$ cat src/rtl/progmem_bridge.sv
`default_nettype none
// ============================================================================
//  Module   : progmem_bridge
//  Purpose  : Bridges the Z80 memory bus to the boot-loaded program RAM.
//             Holds the CPU in reset until the RAM is loaded, decodes reads
//             in the program window, stretches them with wait_n to cover the
//             RAM's one-cycle read latency and returns the captured byte.
//  Revision : 1.0 - initial release
// ============================================================================
module progmem_bridge #(
  parameter logic [15:0] BASE_ADDR = 16'h0000,
  parameter int unsigned MEM_LOG2  = 12,
  parameter logic [7:0]  OPEN_BUS  = 8'hFF
) (
  input  logic                clk,
  input  logic                n_reset,
  input  logic                mreq_n,
  input  logic                rd_n,
  input  logic                wr_n,
  input  logic [15:0]         cpu_addr,
  output logic [7:0]          cpu_din,
  output logic                wait_n,
  output logic                cpu_n_reset,
  output logic                wr_err,
  output logic                ram_ce,
  output logic [MEM_LOG2-1:0] ram_addr,
  input  logic [7:0]          ram_dout,
  input  logic                ram_loaded
);

  typedef enum logic [2:0] {
    S_BOOT    = 3'd0,
    S_IDLE    = 3'd1,
    S_FETCH   = 3'd2,
    S_CAPTURE = 3'd3,
    S_HOLD    = 3'd4
  } state_t;

  state_t r_state;
  state_t w_state_nxt;

  logic [7:0]          r_cpu_din;
  logic                r_wait_n;
  logic                r_cpu_n_reset;
  logic                r_wr_err;
  logic                r_ram_ce;
  logic [MEM_LOG2-1:0] r_ram_addr;

  logic [7:0]          w_din_nxt;
  logic                w_wait_n_nxt;
  logic                w_cpu_n_reset_nxt;
  logic                w_wr_err_nxt;
  logic                w_ce_nxt;
  logic [MEM_LOG2-1:0] w_addr_nxt;

  logic [15:0]         w_offset;
  logic                w_hit;
  logic                w_rdreq;
  logic                w_wrreq;

  // Window decode: the subtraction wraps, so addresses below a nonzero base
  // become large offsets and fall outside the window.
  assign w_offset = cpu_addr - BASE_ADDR;
  assign w_hit    = ((w_offset >> MEM_LOG2) == 16'd0);
  assign w_rdreq  = ~mreq_n & ~rd_n;
  assign w_wrreq  = ~mreq_n & ~wr_n;

  // Next-state and next-output logic; every output is registered below.
  always_comb begin
    w_state_nxt       = r_state;
    w_din_nxt         = r_cpu_din;
    w_wait_n_nxt      = r_wait_n;
    w_cpu_n_reset_nxt = r_cpu_n_reset;
    w_wr_err_nxt      = 1'b0;
    w_ce_nxt          = 1'b0;
    w_addr_nxt        = r_ram_addr;
    case (r_state)
      S_BOOT: begin
        w_cpu_n_reset_nxt = 1'b0;
        if (ram_loaded) begin
          w_state_nxt       = S_IDLE;
          w_cpu_n_reset_nxt = 1'b1;
        end
      end
      S_IDLE: begin
        // A simultaneous read and write strobe is served as a plain read.
        if (w_rdreq) begin
          if (w_hit) begin
            w_state_nxt  = S_FETCH;
            w_ce_nxt     = 1'b1;
            w_addr_nxt   = w_offset[MEM_LOG2-1:0];
            w_wait_n_nxt = 1'b0;
          end else begin
            w_state_nxt = S_HOLD;
            w_din_nxt   = OPEN_BUS;
          end
        end else if (w_wrreq) begin
          // The program RAM is read-only once booted: flag, do not access.
          w_state_nxt  = S_HOLD;
          w_wr_err_nxt = w_hit;
        end
      end
      S_FETCH: begin
        w_state_nxt = S_CAPTURE;
      end
      S_CAPTURE: begin
        w_state_nxt  = S_HOLD;
        w_din_nxt    = ram_dout;
        w_wait_n_nxt = 1'b1;
      end
      S_HOLD: begin
        // One RAM access per CPU cycle: wait for mreq_n to deassert.
        if (mreq_n) begin
          w_state_nxt = S_IDLE;
        end
      end
      default: begin
        w_state_nxt = S_BOOT;
      end
    endcase
  end

  // State and output registers; reset abandons any access in flight.
  always_ff @(posedge clk or negedge n_reset) begin
    if (!n_reset) begin
      r_state       <= S_BOOT;
      r_cpu_din     <= OPEN_BUS;
      r_wait_n      <= 1'b1;
      r_cpu_n_reset <= 1'b0;
      r_wr_err      <= 1'b0;
      r_ram_ce      <= 1'b0;
      r_ram_addr    <= '0;
    end else begin
      r_state       <= w_state_nxt;
      r_cpu_din     <= w_din_nxt;
      r_wait_n      <= w_wait_n_nxt;
      r_cpu_n_reset <= w_cpu_n_reset_nxt;
      r_wr_err      <= w_wr_err_nxt;
      r_ram_ce      <= w_ce_nxt;
      r_ram_addr    <= w_addr_nxt;
    end
  end

  assign cpu_din     = r_cpu_din;
  assign wait_n      = r_wait_n;
  assign cpu_n_reset = r_cpu_n_reset;
  assign wr_err      = r_wr_err;
  assign ram_ce      = r_ram_ce;
  assign ram_addr    = r_ram_addr;

endmodule
`default_nettype wire

$ cat config.mk
export PLATFORM = sky130hd
export DESIGN_NAME = progmem_bridge
export DESIGN_NICKNAME = d
export VERILOG_FILES = /design/src/rtl/progmem_bridge.sv
export SDC_FILE = /design/constraint.sdc
export NUM_CORES = 1
export LEC_CHECK = 0
export CAP_MARGIN = 5
export CORE_MARGIN = 2
export CORE_UTILIZATION = 38
export CTS_BUF_LIST = sky130_fd_sc_hd__clkbuf_4 sky130_fd_sc_hd__clkbuf_8
export DETAILED_ROUTE_END_ITERATION = 8
export HOLD_SLACK_MARGIN = 0.15
export PLACE_DENSITY = 0.78
export SYNTH_ARGS = -nofsm -noshare
export SYNTH_HDL_FRONTEND = slang
export SYNTH_SLANG_ARGS = --single-unit
$ cat constraint.sdc
create_clock -name clk -period 1.5 [get_ports clk]
set_input_delay 0.15 -clock clk [delete_from_list [all_inputs] [get_ports clk]]
set_output_delay 0.15 -clock clk [all_outputs]
set_load 0.02 [all_outputs]
==> metrics.txt, run 1 <==
worst ir drop on vdd 708 uV; reg2reg end ram_addr[4]$_DFFE_PN0P_; R2R depth 5; Tmin final 1.54 ns; wire length per cell 15.7 um; mean post-synth cell area 11.9 um2; Vias 970; Pwr Total 0.00259 W; root buf cell clkbuf_4; hpwl dp 2080 um; Chip Height 58.8 um; Finished Layout Cells 191; failing checks DRC, setup timing; I/O pin count 54; Final Hold Fails 0; clk_lat worst skew 0.33 ns; ratio of cells with drive above 1 in the final layout 0.294; Leak 0.989 nW; FP Rows 19; Max-slew headroom 0.758; total CTS buffers 3; 1st-pass router iterations 6; Final Util 0.673; Syn Nets 126; H-tree depth 1; Unique masters post-synth 27; Reg clk slew, reported paths 0.14 ns; max-cap viol count 0; Initial Utilization 0.406; CTS Sinks 27; nets@finish 191; Max Buffers Root-to-Sink 2; Final ANT Viol Nets 0; FF-to-FF setup slack -0.04 ns; Die Width 58.8 um; critical-path cell list nand2b_4 > nor4_4 > buf_4 > clkbuf_16 > mux2_4; slew of the pin with the lowest slew margin 0.363 ns; GPL Wtd Cong 0.831; hold_ws 0.170 ns; Critical Path RT 1.73 ns; Seq cells post-synth 27; n_diodes 0; area grow syn2layout 65.5%; full die area 0.00345 mm2; Core ar. 0.00281 mm2; slowest cell delay on critical path 0.41 ns; commonest non-fill, non-tap cell in the layout clkdlybuf4s50_1; Startpoint Class flip-flop; drt total wl 3000 um; CTS tree done; setup ws final -0.0395 ns; PortBufs 53; Total GRT Usage 0.178; Congestion Overflow GR 0; setup_tns -0.219 ns; clock skew 0.00472 ns; sequential area share after synthesis 0.603; status finished with violations; CP max stage cell dfrtp_1; max-slew violation count 0; CP Capture Type flip-flop; most frequent cells in the layout clkdlybuf4s50_1 (28), nor2_1 (18), dfrtp_1 (17), mux2_4 (12), dlymetal6s2s_1 (12); Pwr Density 1370 mW/mm2; first-pass GRT wire length 4660 um; Worst setup startpoint r_state[2]$_DFFE_PN0P_; Worst Path Max Fanout 6; CTS Hold Bufs 0; largest net degree at the start of global routing 28; initial antenna violation count 0; CP Class flip-flop to flip-flop; DR DRC count 3; # setup viols final 6; highest clock rate 650 MHz; area of the mapped netlist 0.00114 mm2; vias in the first global route 1022; vias per cell 5.08; yosys warns 0; R2R Path Start r_state[2]$_DFFE_PN0P_; crit path DAT 1.77 ns; DRT iter0 DRCs 16; Cells after DPL 183; Hold Crit Class input pin to asynchronous set/reset pin; Tcrit/Tclk final 1.03; unrepaired setup endpoints after global routing yes; Cells after Synth 96
==> metal layers <==
metal	GRT usage	up-vias	wire length (um)
li1	-	461	-
met1	0.220	481	1260
met2	0.313	24	1590
met3	0.0352	4	126
met4	0.0552	0	21
met5	0	-	0
==> worst max-delay path by stage <==
stage                     cells past startpoint                        to  slack, ns
after floorplan                               5   ram_addr[0]$_DFFE_PN0P_      -0.20
after global placement                        5   ram_addr[7]$_DFFE_PN0P_      -0.49
after detailed placement                      5   ram_addr[7]$_DFFE_PN0P_      -0.53
after CTS                                     3  ram_addr[11]$_DFFE_PN0P_      -0.08
after global routing                          5   ram_addr[2]$_DFFE_PN0P_      -0.10
final                                         5   ram_addr[4]$_DFFE_PN0P_      -0.04
==> final cells by class <==
type	instances	area, um2
well taps	31	38.8
repair buffers	65	646
clock buffers	4	30.0
inverters	1	3.75
multi-input cells	63	480
flip-flops and latches	27	688
fillers	219	918
==> cell usage after synthesis <==
cell	number	area (um2)
o32ai_1	1	8.76
o31ai_1	1	7.51
or4b_2	1	10.0
nor4_1	2	12.5
buf_2	1	5.00
nor2_1	18	67.6
or4_1	1	7.51
nor4_4	1	21.3
dfrtp_1	18	450
o21ai_0	1	5.00
nor3_1	1	5.00
and3b_1	1	8.76
buf_1	1	3.75
o22a_1	1	8.76
inv_1	1	3.75
o22ai_1	1	6.26
mux2_2	13	146
dfstp_2	9	236
nand2b_1	1	6.26
or2_2	1	6.26
a21oi_1	10	50.1
clkbuf_1	2	7.51
or3_1	2	12.5
nand3b_1	1	7.51
nand2_1	4	15.0
or3b_2	1	8.76
buf_6	1	11.3
==> timing repair <==
action | in CTS | in global routing
resized for setup | 32 | 14
pin swaps | 2 | 1
gates cloned | 1 | 0
setup endpoints to repair | 21 | 20
buffers inserted | 1 | 3
==> flip-flops by register name, summed over array words and instances (netlist names) <==
| name | cells |
|---|---|
| cpu_din | 8 |
| wait_n | 1 |
| cpu_n_reset | 1 |
| wr_err | 1 |
| ram_addr | 12 |
| ram_ce | 1 |
| r_state | 3 |
==> report_power, final <==
part | total, W | internal, W | switching, W
clock network | 0.000335 | 0.000122 | 0.000213
logic | 0.00114 | 0.000587 | 0.000550
registers | 0.00111 | 0.000996 | 0.000118
==> logic make-up (layout without fill, tap and decap cells) <==
| logic type | after synthesis | after routing | synth area share |
|---|---|---|---|
| compound gates | 15 | 15 | 0.0757 |
| buf+inv | 6 | 70 | 0.0274 |
| flops | 27 | 27 | 0.603 |
| mux | 13 | 13 | 0.128 |
| simple gates | 35 | 35 | 0.166 |
==> critical path: cells and delay by family (launching register included) <==
family / cells / cell delay, ns
multiplexers: 1 / 0.29
buffers and inverters: 2 / 0.30
AND/OR/NAND/NOR: 2 / 0.44
flip-flops: 1 / 0.41
==> per-stage QoR <==
| step | worst slack, ns | instance area [um2] |
|---|---|---|
| finish | -0.0395 | 1890 |
| global route | -0.103 | 1890 |
| CTS | -0.0807 | 1860 |
| detailed placement | -0.534 | 1760 |
| global placement | -0.490 | 1760 |
| floorplan | -0.200 | 1150 |
Note: power is estimated with default switching activity, not from simulation.
==> run 2, diff against run 1 <==
- ABC_CLOCK_PERIOD_IN_PS: not set -> 1500
- SKIP_LAST_GASP: not set -> 1
==> results of run 2 <==
Same layout as run 1: the final DEF is identical, and so are final timing and power.
==> run 3, diff against run 2 <==
- SLEW_MARGIN: not set -> 20
==> results of run 3 <==
Same layout as run 1: the final DEF is identical, and so are final timing and power.
